<file path="config.mk">
export PLATFORM = sky130hd
export DESIGN_NAME = bist_mult_engine
export DESIGN_NICKNAME = d
export VERILOG_FILES = /design/src/rtl/bist_mult_engine.sv
export SDC_FILE = /design/constraint.sdc
export NUM_CORES = 1
export LEC_CHECK = 0
export BUFFER_PORTS_ARGS = -buffer_cell sky130_fd_sc_hd__buf_2
export CAP_MARGIN = 25
export CORE_AREA = 2 2 68 70
export CTS_BUF_LIST = sky130_fd_sc_hd__clkbuf_8
export DETAILED_ROUTE_END_ITERATION = 12
export DIE_AREA = 0 0 70 72
export PLACE_DENSITY_LB_ADDON = 0.12
export REMOVE_ABC_BUFFERS = 1
export SLEW_MARGIN = 20
export SYNTH_ARGS = -nofsm -noshare
export SYNTH_HDL_FRONTEND = slang
export SYNTH_SLANG_ARGS = --single-unit
</file>
<file path="constraint.sdc">
create_clock -name clk -period 2.7 [get_ports clk]
set_input_delay 0 -clock clk [delete_from_list [all_inputs] [get_ports clk]]
set_output_delay 0 -clock clk [all_outputs]
set_load 0.05 [all_outputs]
</file>
<file path="src/rtl/bist_mult_engine.sv">
// LFSR-driven BIST for an external multiplier with MISR compaction and golden compare.
// Functional path is a zero-latency operand mux. A run takes N_PATTERNS+CUT_LAT+2 cycles from start to done. There is no backpressure.
module bist_mult_engine #(
  parameter int                     WIDTH      = 4,
  parameter int                     N_PATTERNS = 256,
  parameter int                     CUT_LAT    = 1,
  parameter logic [2*WIDTH-1:0]     SEED       = 8'h01,
  parameter logic [2*WIDTH-1:0]     LFSR_TAPS  = 8'hB8,
  parameter logic [2*WIDTH-1:0]     MISR_TAPS  = 8'hB8,
  parameter logic [2*WIDTH-1:0]     GOLDEN     = 8'hDE
) (
  input  logic                 clk,
  input  logic                 rst,
  input  logic                 start,
  input  logic                 test_mode,
  input  logic                 fault_inj,
  input  logic [WIDTH-1:0]     a_in,
  input  logic [WIDTH-1:0]     b_in,
  output logic [WIDTH-1:0]     op_a,
  output logic [WIDTH-1:0]     op_b,
  output logic                 op_valid,
  input  logic [2*WIDTH-1:0]   resp,
  output logic                 busy,
  output logic                 done,
  output logic                 pass,
  output logic [2*WIDTH-1:0]   signature,
  output logic [31:0]          result
);

  localparam int P       = 2 * WIDTH;
  localparam int CW      = $clog2(N_PATTERNS + 1);
  localparam int DW      = $clog2(CUT_LAT + 2);
  localparam int DLAST_I = (CUT_LAT > 0) ? CUT_LAT - 1 : 0;
  localparam logic [CW-1:0] LAST   = CW'(N_PATTERNS - 1);
  localparam logic [DW-1:0] DLAST  = DW'(DLAST_I);
  localparam logic [31:0]   STR_PASS = 32'h50415353;
  localparam logic [31:0]   STR_FAIL = 32'h4641494C;

  typedef enum logic [2:0] {IDLE, RUN, DRAIN, CHECK, DONE} state_t;

  state_t          state;
  logic [P-1:0]    lfsr;
  logic [P-1:0]    misr;
  logic [CW-1:0]   cnt;
  logic [DW-1:0]   dcnt;
  logic            dvld;
  logic [P-1:0]    lfsr_nxt;
  logic [P-1:0]    misr_nxt;
  logic            go;
  logic            abrt;

  assign lfsr_nxt = {lfsr[P-2:0], ^(lfsr & LFSR_TAPS)};
  assign misr_nxt = {misr[P-2:0], ^(misr & MISR_TAPS)} ^ (fault_inj ? ~resp : resp);

  // op_valid is a registered decode of RUN, so the mux never sees resp
  assign op_a      = op_valid ? lfsr[P-1:WIDTH] : a_in;
  assign op_b      = op_valid ? lfsr[WIDTH-1:0] : b_in;
  assign signature = misr;

  assign go   = start && test_mode && (state == IDLE || state == DONE);
  assign abrt = !test_mode && (state == RUN || state == DRAIN || state == CHECK);

  generate
    if (CUT_LAT == 0) begin : g_nolat
      assign dvld = op_valid;
    end else begin : g_lat
      logic [CUT_LAT-1:0] vdly;
      always_ff @(posedge clk) begin
        if (rst || state == IDLE)
          vdly <= '0;
        else
          vdly <= CUT_LAT'({vdly, op_valid});
      end
      assign dvld = vdly[CUT_LAT-1];
    end
  endgenerate

  always_ff @(posedge clk) begin
    if (rst) begin
      state    <= IDLE;
      lfsr     <= SEED;
      misr     <= '0;
      cnt      <= '0;
      dcnt     <= '0;
      op_valid <= 1'b0;
      busy     <= 1'b0;
      done     <= 1'b0;
      pass     <= 1'b0;
      result   <= '0;
    end else begin
      if (dvld)
        misr <= misr_nxt;

      case (state)
        IDLE: begin
          lfsr <= SEED;
          misr <= '0;
          cnt  <= '0;
          dcnt <= '0;
        end
        RUN: begin
          lfsr <= lfsr_nxt;
          cnt  <= cnt + 1'b1;
          if (cnt == LAST) begin
            op_valid <= 1'b0;
            state    <= (CUT_LAT == 0) ? CHECK : DRAIN;
          end
        end
        DRAIN: begin
          if (dcnt == DLAST)
            state <= CHECK;
          else
            dcnt <= dcnt + 1'b1;
        end
        CHECK: begin
          pass   <= (misr == GOLDEN);
          result <= (misr == GOLDEN) ? STR_PASS : STR_FAIL;
          busy   <= 1'b0;
          done   <= 1'b1;
          state  <= DONE;
        end
        DONE: begin
          if (!test_mode) begin
            done  <= 1'b0;
            state <= IDLE;
          end
        end
        default: state <= IDLE;
      endcase

      // launch and abort override whatever the state branch scheduled
      if (go) begin
        state    <= RUN;
        lfsr     <= SEED;
        misr     <= '0;
        cnt      <= '0;
        dcnt     <= '0;
        op_valid <= 1'b1;
        busy     <= 1'b1;
        done     <= 1'b0;
        pass     <= 1'b0;
        result   <= '0;
      end else if (abrt) begin
        state    <= IDLE;
        op_valid <= 1'b0;
        busy     <= 1'b0;
        done     <= 1'b0;
        pass     <= 1'b0;
        result   <= '0;
      end
    end
  end

endmodule
</file>
# ---- Word level (Yosys, flattened, before mapping)
# Cells that the tools add are included.
dict set report totals {
  regBits 67
  in_bits 21
  word_cells 80
  out_inout_bits 52
}
dict set report op_classes {
  reduce_logical 26
  muxes 23
  eq_ne 14
  bitwise_logic 3
  add_sub_neg 2
}
# op count
set ops {}
lappend ops {{two-way mux 29 bit} 1}
lappend ops {{one-hot mux 9 bit (2 select lines)} 1}
lappend ops {{one-hot mux 8 bit (2 select lines)} 1}
lappend ops {{XOR reduction 8 bit} 2}
lappend ops {{one-hot mux 3 bit (5 select lines)} 1}
lappend ops {{two-way mux 1 bit} 10}
lappend ops {{adder 9 x 1 -> 9 bit, second input constant} 1}
lappend ops {{== test 9 x 8 -> 1 bit, second input constant} 1}
lappend ops {{two-way mux 3 bit} 3}
lappend ops {{nonzero test 3 bit} 3}
lappend ops {{== test 8 bit, second input constant} 1}
lappend ops {{two-way mux 4 bit} 2}
lappend ops {{two-way mux 8 bit} 1}
lappend ops {{inequality test 4 x 3 -> 1 bit, second input constant} 2}
lappend ops {{NOT 8 bit} 1}
lappend ops {{AND reduction 4 bit} 2}
lappend ops {{bitwise XOR 8 bit} 1}
lappend ops {{== test 3 x 2 -> 1 bit, second input constant} 2}
lappend ops {{AND reduction 2 bit} 3}
lappend ops {{nonzero test 2 bit} 3}
lappend ops {{OR reduction 3 bit} 2}
lappend ops {{logical OR 1 bit} 4}
lappend ops {{inequality test 2 x 1 -> 1 bit, second input constant} 2}
lappend ops {{inequality test 2 bit, second input constant} 2}
lappend ops {{other kinds (14)} 16}

# ---- Longest topological paths before layout
# Gate-level depths: netlist of run 1.
dict set report depth {
  word_depth 6
  depth_mapped 8
  mapped_depth_nobuf 8
}

# ---- Least setup slack after synthesis of run 1
# Ideal clock, no wire load.
dict set report synth_timing {
  kind {register to register}
  start {reg misr[5] (netlist: signature[5])}
  end {reg misr[0] (netlist: signature[0])}
  n_path_buf 0
  setup_slack_ns 1.126
  synth_period_minus_slack_ns 1.574
  setup_time_ns 0.086
  t_arrival_ns 1.488
  path_stages_with_launch 6
  cell_sequence {dfxtp_1 -> inv_1 -> ha_1 -> xnor2_1 -> xnor2_1 -> a211oi_1}
}
dict set report synth_between {
  elab_chain_len 2
}
# element line_no
set synth_rtl {}
lappend synth_rtl {{start: declaration} 43} ;# logic [P-1:0] misr;
lappend synth_rtl {{start signal: assignment} 92} ;# misr <= misr_nxt;
lappend synth_rtl {{XOR reduction 8 bit} 53} ;# assign misr_nxt = {misr[P-2:0], ^(misr & MISR_TAPS)} ^ (fault_inj ? ~resp : resp);
lappend synth_rtl {{bitwise XOR 8 bit} 53}
# Every way passes these cells.
# A chain may end at the register's enable or synchronous reset.

# ---- Worst setup path in the final report of run 1
dict set report layout_timing {
  start {reg state[0]}
  end {reg cnt[6]}
}
dict set report layout_between {
  elab_chain_len 4
}
# element line_no
set layout_rtl {}
lappend layout_rtl {{start: declaration} 41} ;# state_t state;
lappend layout_rtl {{start signal: assignment} 106} ;# state <= (CUT_LAT == 0) ? CHECK : DRAIN;
lappend layout_rtl {{== test 3 bit or zero test 3 bit (tied branches)} {60, 94}}
lappend layout_rtl {{logical OR 1 bit} 60} ;# assign go = start && test_mode && (state == IDLE || state == DONE);
lappend layout_rtl {{logical AND 1 bit} 60}
lappend layout_rtl {{OR reduction 2 bit (no source line)} --}
lappend layout_rtl {{end signal: assignment} 103} ;# cnt <= cnt + 1'b1;
lappend layout_rtl {{end: declaration} 44} ;# logic [CW-1:0] cnt;
# Parallel ways exist; a longest one is shown, timed or not.

==> metrics.txt, run 1 <==
final critical delay including setup and external delays approximately 1800 ps; arrival time of data at the critical path endpoint 2000 ps; Synth async-reset ratio 0; total standard cell area after synthesis between 2000 and 2500 sq um; ratio of cells with drive above 1 in the final layout 0.271; number of placement rows 24; RePlAce Congestion around 0.75; critical path class register to register; post-synthesis compound-gate area fraction 0.101; number of clock buffers inserted by TritonCTS 5; utilization after layout 0.552; number of hold violations in the final report 0; DP Wirelength between 2000 and 3000 microns; most common cell in the synthesized netlist dfxtp_1; Synth Area in Simple Gates 0.202; area enclosed by the die boundary ~5000 sq um; maximum number of pins on one net before global-route repair 18; Routed WL per cell around 12 microns; Initial Util 0.495; vias in the first global route roughly 1500; gate family responsible for the most delay along the worst path simple AND/OR/NAND/NOR gates; GR Util All Layers 0.164; Post-synth top cells dfxtp_1, buf_4, a21oi_1; Crit Path Max Fanout 17; clock root buffer clkbuf_8; register bit total from synthesis 37; warnings from Yosys 0; actual transition at the worst max-transition pin roughly 640 ps; number of standard cells in the layout, taps in and fillers out roughly 340; routed via count 1681; slowest stage cell, crit path dfxtp_1; global-route wire length before repair 6650 microns; global route overflow 0; count of pins on the block boundary 73; area of the core roughly 4300 sq um; total count of max-transition violations in the final report 0; crit share post-route 0.671; initial antenna violation count 0; CTS HTree Levels 2; cell count after synthesis approximately 250; Main synth FF type dfxtp_1; static leakage approximately 1.0 nW; total instance count after detailed placement around 330; adder and majority cell fraction of the synthesized area 0.0284; Relative slew margins 0.570; largest incremental delay on the critical path 650 ps; proportion of netlist area held by the largest area contributor 0.351; buffers added on ports 57; Final setup violation count 0; Clk Latency, worst-skew pair a little under 300 ps; detailed-route wire length about 4000 microns; largest cells by area after synthesis dfxtp_1, buf_4, xnor2_1, a21oi_1, mux2i_1; Critical Path Start Type register; portion of the post-synthesis area used by sequential elements 0.351; clock skew after layout ~2.8 ps; max-cap violations 0; setup repair after global routing missed its margin no; Chip Height 72 microns; clock transition at the registers of the reported paths approximately 70 ps; peak ir drop on the vdd network 259 uV; largest family of logic cells by synthesized area simple AND/OR/NAND/NOR gates; sinks on the clock net 37; number of antenna repair diodes 0; path category of the worst min-delay check input pin to register; post-detailed-route DRC marker count 0; growth of design area from synthesis to finish 11.5%; clock tree from TritonCTS done; areal power density over the cells between 500 and 600 nW/um^2; crit path buf inv count 0; required time of the critical path 2890 ps; xor and xnor fraction of the mapped netlist area 0.0829; count of flip-flops with a built-in enable after synthesis 0; average size of a mapped cell 8.62 sq um; post-route antenna net violation count 0; width of the chip approximately 70 microns; fmax about 0.55 GHz; result of the run completed; 1st-iter DRT viols 120; Synth area leader dfxtp_1; maximum number of buffers from clock root to sink 2; kind of end point of the critical path register; cell breakdown of the critical path nor3b_2 -> nand4_1 -> and3_1 -> o21a_1; multiplexer share of the synthesized area 0.0900; count of unique library cells instantiated by Yosys 42; via count normalized by instance count around 5.0; NumNets Final between 300 and 400; detailed-routing iteration count for the pre-antenna-repair pass 4
==> cells in the final DEF, fill, tap and decap left out, drive strengths merged, types with 2 or more instances in the layout <==
| cell | count |
|---|---|
| a211oi | 2 |
| a21oi | 22 |
| and3 | 8 |
| buf | 58 |
| clkbuf | 7 |
| conb | 15 |
| dfxtp | 37 |
| ha | 4 |
| inv | 6 |
| mux2 | 8 |
| mux2i | 10 |
| nand2 | 12 |
| nand3 | 9 |
| nand3b | 4 |
| nand4 | 3 |
| nor2 | 21 |
| nor2b | 5 |
| nor3 | 4 |
| nor3b | 2 |
| o21ai | 4 |
| or2 | 4 |
| or3 | 3 |
| xnor2 | 16 |
| xor2 | 4 |
==> through the flow <==
| step | setup TNS, ps | power, mW | hold WS (ps) | instance area [sq um] | worst slack (ps) |
|---|---|---|---|---|---|
| finish | 0 | 1.18 | 37.8 | 2350 | 888 |
| global route | 0 | 1.22 | 47.6 | 2350 | 780 |
| CTS | 0 | 1.19 | 21.7 | 2350 | 913 |
| detailed placement | 0 | 0.760 | 254 | 2240 | 927 |
| global placement | 0 | 0.759 | 253 | 2240 | 940 |
| floorplan | -199 | 0.717 | 72.4 | 1890 | -199 |
==> sequential cells by signal (all words and copies together) (netlist names) <==
name / cells
result: 3
state: 3
cnt: 9
done: 1
lfsr: 8
dcnt: 2
signature: 8
dvld: 1
busy: 1
op_valid: 1
==> worst register-to-register path: stages (launching register included) <==
cell     delay, ps
dfxtp_1        650
nor3b_2        510
nand4_1        170
and3_1         210
o21a_1         170
==> cell families after synthesis <==
logic type      Yosys count
simple gates             80
buf+inv                  48
flops                    37
compound gates           36
xor+xnor                 20
mux                      18
fa+ha+maj                 5
other cells               1
==> layer usage <==
layer / routed length (microns) / track usage / vias to the layer above / share of wire
li1: - / - / 863 / -
met1: 1920 / 0.210 / 754 / 0.48
met2: 1770 / 0.268 / 59 / 0.44
met3: 290 / 0.0389 / 5 / 0.072
met4: 60 / 0.0705 / 0 / 0.015
met5: 0 / 0 / - / 0
==> layout make-up <==
class	count	area, sq um
multi-input cells	174	1120
well taps	52	65.1
fillers	424	1910
flip-flops and latches	37	741
clock buffers	7	96.3
repair buffers	59	303
inverters	6	22.5
clock inverters	1	5.00
==> final timing paths <==
path              slack [ps]                  start               endpoint  depth (start not counted)
hold / removal            40              test_mode  state[0]$_SDFFE_PP0P_                          3
hold reg to reg          460    cnt[8]$_SDFFE_PP0P_    cnt[8]$_SDFFE_PP0P_                          2
setup reg to reg         890  state[0]$_SDFFE_PP0P_    cnt[6]$_SDFFE_PP0P_                          4
setup / recovery         890  state[0]$_SDFFE_PP0P_    cnt[6]$_SDFFE_PP0P_                          4
==> report_power, final <==
group	total [mW]	leakage (nW)	internal, mW	switching, mW
Combinational	0.189	0.676	0.0553	0.133
Sequential	0.559	0.299	0.550	0.00931
Clock	0.431	0.0542	0.231	0.200
Total	1.18	1.03	0.836	0.343
==> what timing repair did <==
action,CTS,global route
resized for setup,0,0
setup buffers,0,0
hold buffers,1,0
hold endpoints to repair,3,0
No activity file was read; power rests on OpenSTA's default activity.
==> run 2: changes to the inputs <==
--- a/config.mk
+++ b/config.mk
@@ -5,12 +5,13 @@
 export SDC_FILE = /design/constraint.sdc
 export NUM_CORES = 1
 export LEC_CHECK = 0
+export ABC_AREA = 1
 export BUFFER_PORTS_ARGS = -buffer_cell sky130_fd_sc_hd__buf_2
 export CAP_MARGIN = 25
-export CORE_AREA = 2 2 68 70
+export CORE_AREA = 2 2 72 74
 export CTS_BUF_LIST = sky130_fd_sc_hd__clkbuf_8
 export DETAILED_ROUTE_END_ITERATION = 12
-export DIE_AREA = 0 0 70 72
+export DIE_AREA = 0 0 74 76
 export PLACE_DENSITY_LB_ADDON = 0.12
 export REMOVE_ABC_BUFFERS = 1
 export SLEW_MARGIN = 20
==> constraint.sdc (replaced) <==
create_clock -name clk -period 1.6 [get_ports clk]
set_input_delay 0 -clock clk [delete_from_list [all_inputs] [get_ports clk]]
set_output_delay 0 -clock clk [all_outputs]
set_load 0.05 [all_outputs]
==> run 2 against run 1 <==
Total power grew 150%. Area after synthesis grew 4.1%. Via count grew 14%. Largest power group unchanged. Highest routed layer unchanged.
==> metrics.txt, run 2 <==
buffers added on ports 57 (unchanged); count of pins on the block boundary 73 (unchanged); Post-synth top cells nand2_1, dfxtp_1, buf_4; Clk Latency, worst-skew pair 300 ps (about the same); sinks on the clock net 37 (unchanged); detailed-routing iteration count for the pre-antenna-repair pass 4 (unchanged); maximum number of buffers from clock root to sink 2 (unchanged); clock network fraction of total power 0.297 (-0.069); Synth area leader dfxtp_1; vias in the first global route 1668 (+13%); most common cell in the synthesized netlist nand2_1; static leakage 1.19 nW (+16%); 1st-iter DRT viols 66 (-45%); Critical Path Start Type register; global-route wire length before repair 7500 microns (+13%); Chip Height 76 microns (+5.6%); largest family of logic cells by synthesized area simple AND/OR/NAND/NOR gates; share of total power in sequential cells 0.353 (-0.121); cell count after synthesis 302 (+23%); Int Pwr 1.74 mW (+110%); kind of end point of the critical path register; global route overflow 0 (unchanged); DP Wirelength 3260 microns (+14%); path category of the worst min-delay check input pin to register; fmax 0.646 GHz (+17%); setup repair after global routing missed its margin yes; actual transition at the worst max-transition pin 525 ps (-118 ps); count of flip-flops with a built-in enable after synthesis 0 (unchanged); number of flip-flops in the largest register 9 (unchanged); detailed-route wire length 4480 microns (+11%); result of the run completed; register bit total from synthesis 37 (unchanged); number of fill cells in the layout 514 (+21%); post-synthesis compound-gate area fraction 0.143 (+0.0420); RePlAce Congestion 0.809 (+7.4%); part of the total power dissipated in combinational logic 0.350 (+0.190); crit share post-route 0.967 (+0.296); count of unique library cells instantiated by Yosys 30 (-29%); register bank with the most flops cnt; Final setup violation count 0 (unchanged); max-cap violations 0 (unchanged); maximum number of pins on one net before global-route repair 17 (-1); NumNets Final 376 (+22%); number of placement rows 26 (+8.3%); xor and xnor fraction of the mapped netlist area 0.0597 (-0.0232); peak ir drop on the vdd network 366 uV (+41%); Synth Area in Simple Gates 0.259 (+0.0568); proportion of netlist area held by the largest area contributor 0.337 (-0.0140); arrival time of data at the critical path endpoint 1750 ps (-250 ps); Routed WL per cell 10.6 microns (-12%); summed negative setup slack over all endpoints 0 ps (unchanged); adder and majority cell fraction of the synthesized area 0.0228 (-0.00568); post-route antenna net violation count 0 (unchanged); post-detailed-route DRC marker count 0 (unchanged); width of the chip 74 microns (+5.7%); areal power density over the cells 1130 nW/um^2 (+130%); clock root buffer clkbuf_8; Main synth FF type dfxtp_1; multiplexer share of the synthesized area 0 (-0.0900); CTS HTree Levels 2 (unchanged); leading cell type in the layout, fill and taps excluded nand2_1; routed via count 1909 (+14%); clock transition at the registers of the reported paths 80 ps (about the same); number of antenna repair diodes 0 (unchanged); clock skew after layout 13.3 ps (+10.5 ps); Relative slew margins 0.649 (+0.0796); Hold Worst Slack 69.0 ps (+31.2 ps); Crit Path Max Fanout 3 (-14); total standard cell area after synthesis 2200 sq um (+4.1%); warnings from Yosys 0 (unchanged); final critical delay including setup and external delays 1550 ps (-264 ps); initial antenna violation count 0 (unchanged); sum of internal, switching and leakage power 2.89 mW (+150%); worst r2r path cells 13 (+9); area enclosed by the die boundary 5620 sq um (+12%); average size of a mapped cell 7.28 sq um (-16%); ratio of cells with drive above 1 in the final layout 0.301 (+0.0300); required time of the critical path 1800 ps (-1090 ps); total count of max-transition violations in the final report 0 (unchanged); number of clock buffers inserted by TritonCTS 5 (unchanged); number of hold violations in the final report 0 (unchanged); net switching power 1.15 mW (+230%); Initial Util 0.448 (-0.0475); clock tree from TritonCTS done; share of total power consumed by net switching 0.396 (+0.106); Synth async-reset ratio 0 (unchanged); number of cells on the worst hold path 3 (unchanged); largest cells by area after synthesis dfxtp_1, nand2_1, buf_4, a21oi_1, inv_1; GR Util All Layers 0.168 (+0.00343); via count normalized by instance count 4.52 (-9.6%); critical path class register to register; portion of the post-synthesis area used by sequential elements 0.337 (-0.0140); area of the core 4910 sq um (+15%); growth of design area from synthesis to finish 16.6%; most frequent cells in the layout nand2_1, buf_2, dfxtp_1, inv_1, a21oi_1
-- run 2: final timing paths --
path	from	endpoint	slack, ps
max	cnt[0]$_SDFFE_PP0P_	state[0]$_SDFFE_PP0P_	50
min	test_mode	state[2]$_SDFFE_PP0P_	70
max reg2reg	cnt[0]$_SDFFE_PP0P_	state[0]$_SDFFE_PP0P_	50
min reg2reg	dcnt[1]$_SDFFE_PP0P_	dcnt[1]$_SDFFE_PP0P_	470
-- run 2: logic make-up after synthesis --
logic type / after synthesis
buf+inv: 68
simple gates: 123
fa+ha+maj: 4
compound gates: 54
other cells: 1
flops: 37
xor+xnor: 15
-- run 2: worst max-delay path: stages (launching register included) --
cell     delay, ps
dfxtp_2        350
ha_4           140
nand3_2         90
nor2_2         110
nand2_1         80
nor2_2         110
ha_2           180
inv_2           40
nand3_2         70
nand2_1         60
nand2_1         70
nand3_1         70
nand2_1         60
nor2_1          30
-- run 2: power groups by stage --
stage | clock network [mW] | registers (mW) | logic [mW]
6_report | 0.858 | 1.02 | 1.01
2_1_floorplan | 0 | 1.09 | 0.719
5_1_grt | 0.918 | 1.03 | 1.12
3_3_place_gp | 0 | 1.04 | 0.995
3_5_place_dp | 0 | 1.04 | 1.00
4_1_cts | 0.879 | 1.02 | 1.02
-- run 2: area by class of cell --
cell class | instances | area [sq um] | area share
Clock buffer | 6 | 82.6 | 0.0322
Clock inverter | 2 | 37.5 | 0.0146
Inverter | 32 | 121 | 0.0473
Multi-Input combinational cell | 211 | 1150 | 0.449
Sequential cell | 37 | 743 | 0.290
Tap cell | 70 | 87.6 | 0.0341
Timing Repair Buffer | 64 | 340 | 0.133
-- run 2: per-layer routing --
metal,up-vias,GRT usage,routed length (microns)
li1,1016,-,-
met1,848,0.222,2200
met2,41,0.263,2070
met3,4,0.0437,156
met4,0,0.0545,48
met5,-,0,0
-- run 2: timing repair --
action,4_1_cts,5_1_grt
hold buffers,1,0
endpoints found under the hold margin,3,0
resized for setup,10,0
setup buffers,1,0
setup endpoints to repair,1,4
pin swaps,5,5
-- run 2: metrics by stage --
step / utilization / std cells / worst slack [ps] / cell area (sq um)
after global placement: 0.488 / 412 / 13.9 / 2390
after global routing: 0.522 / 422 / -75.1 / 2560
final: 0.522 / 422 / 52.3 / 2560
after detailed placement: 0.488 / 412 / -29.1 / 2390
after CTS: 0.522 / 422 / 10.1 / 2560
after floorplan: - / 280 / -1530 / 1980
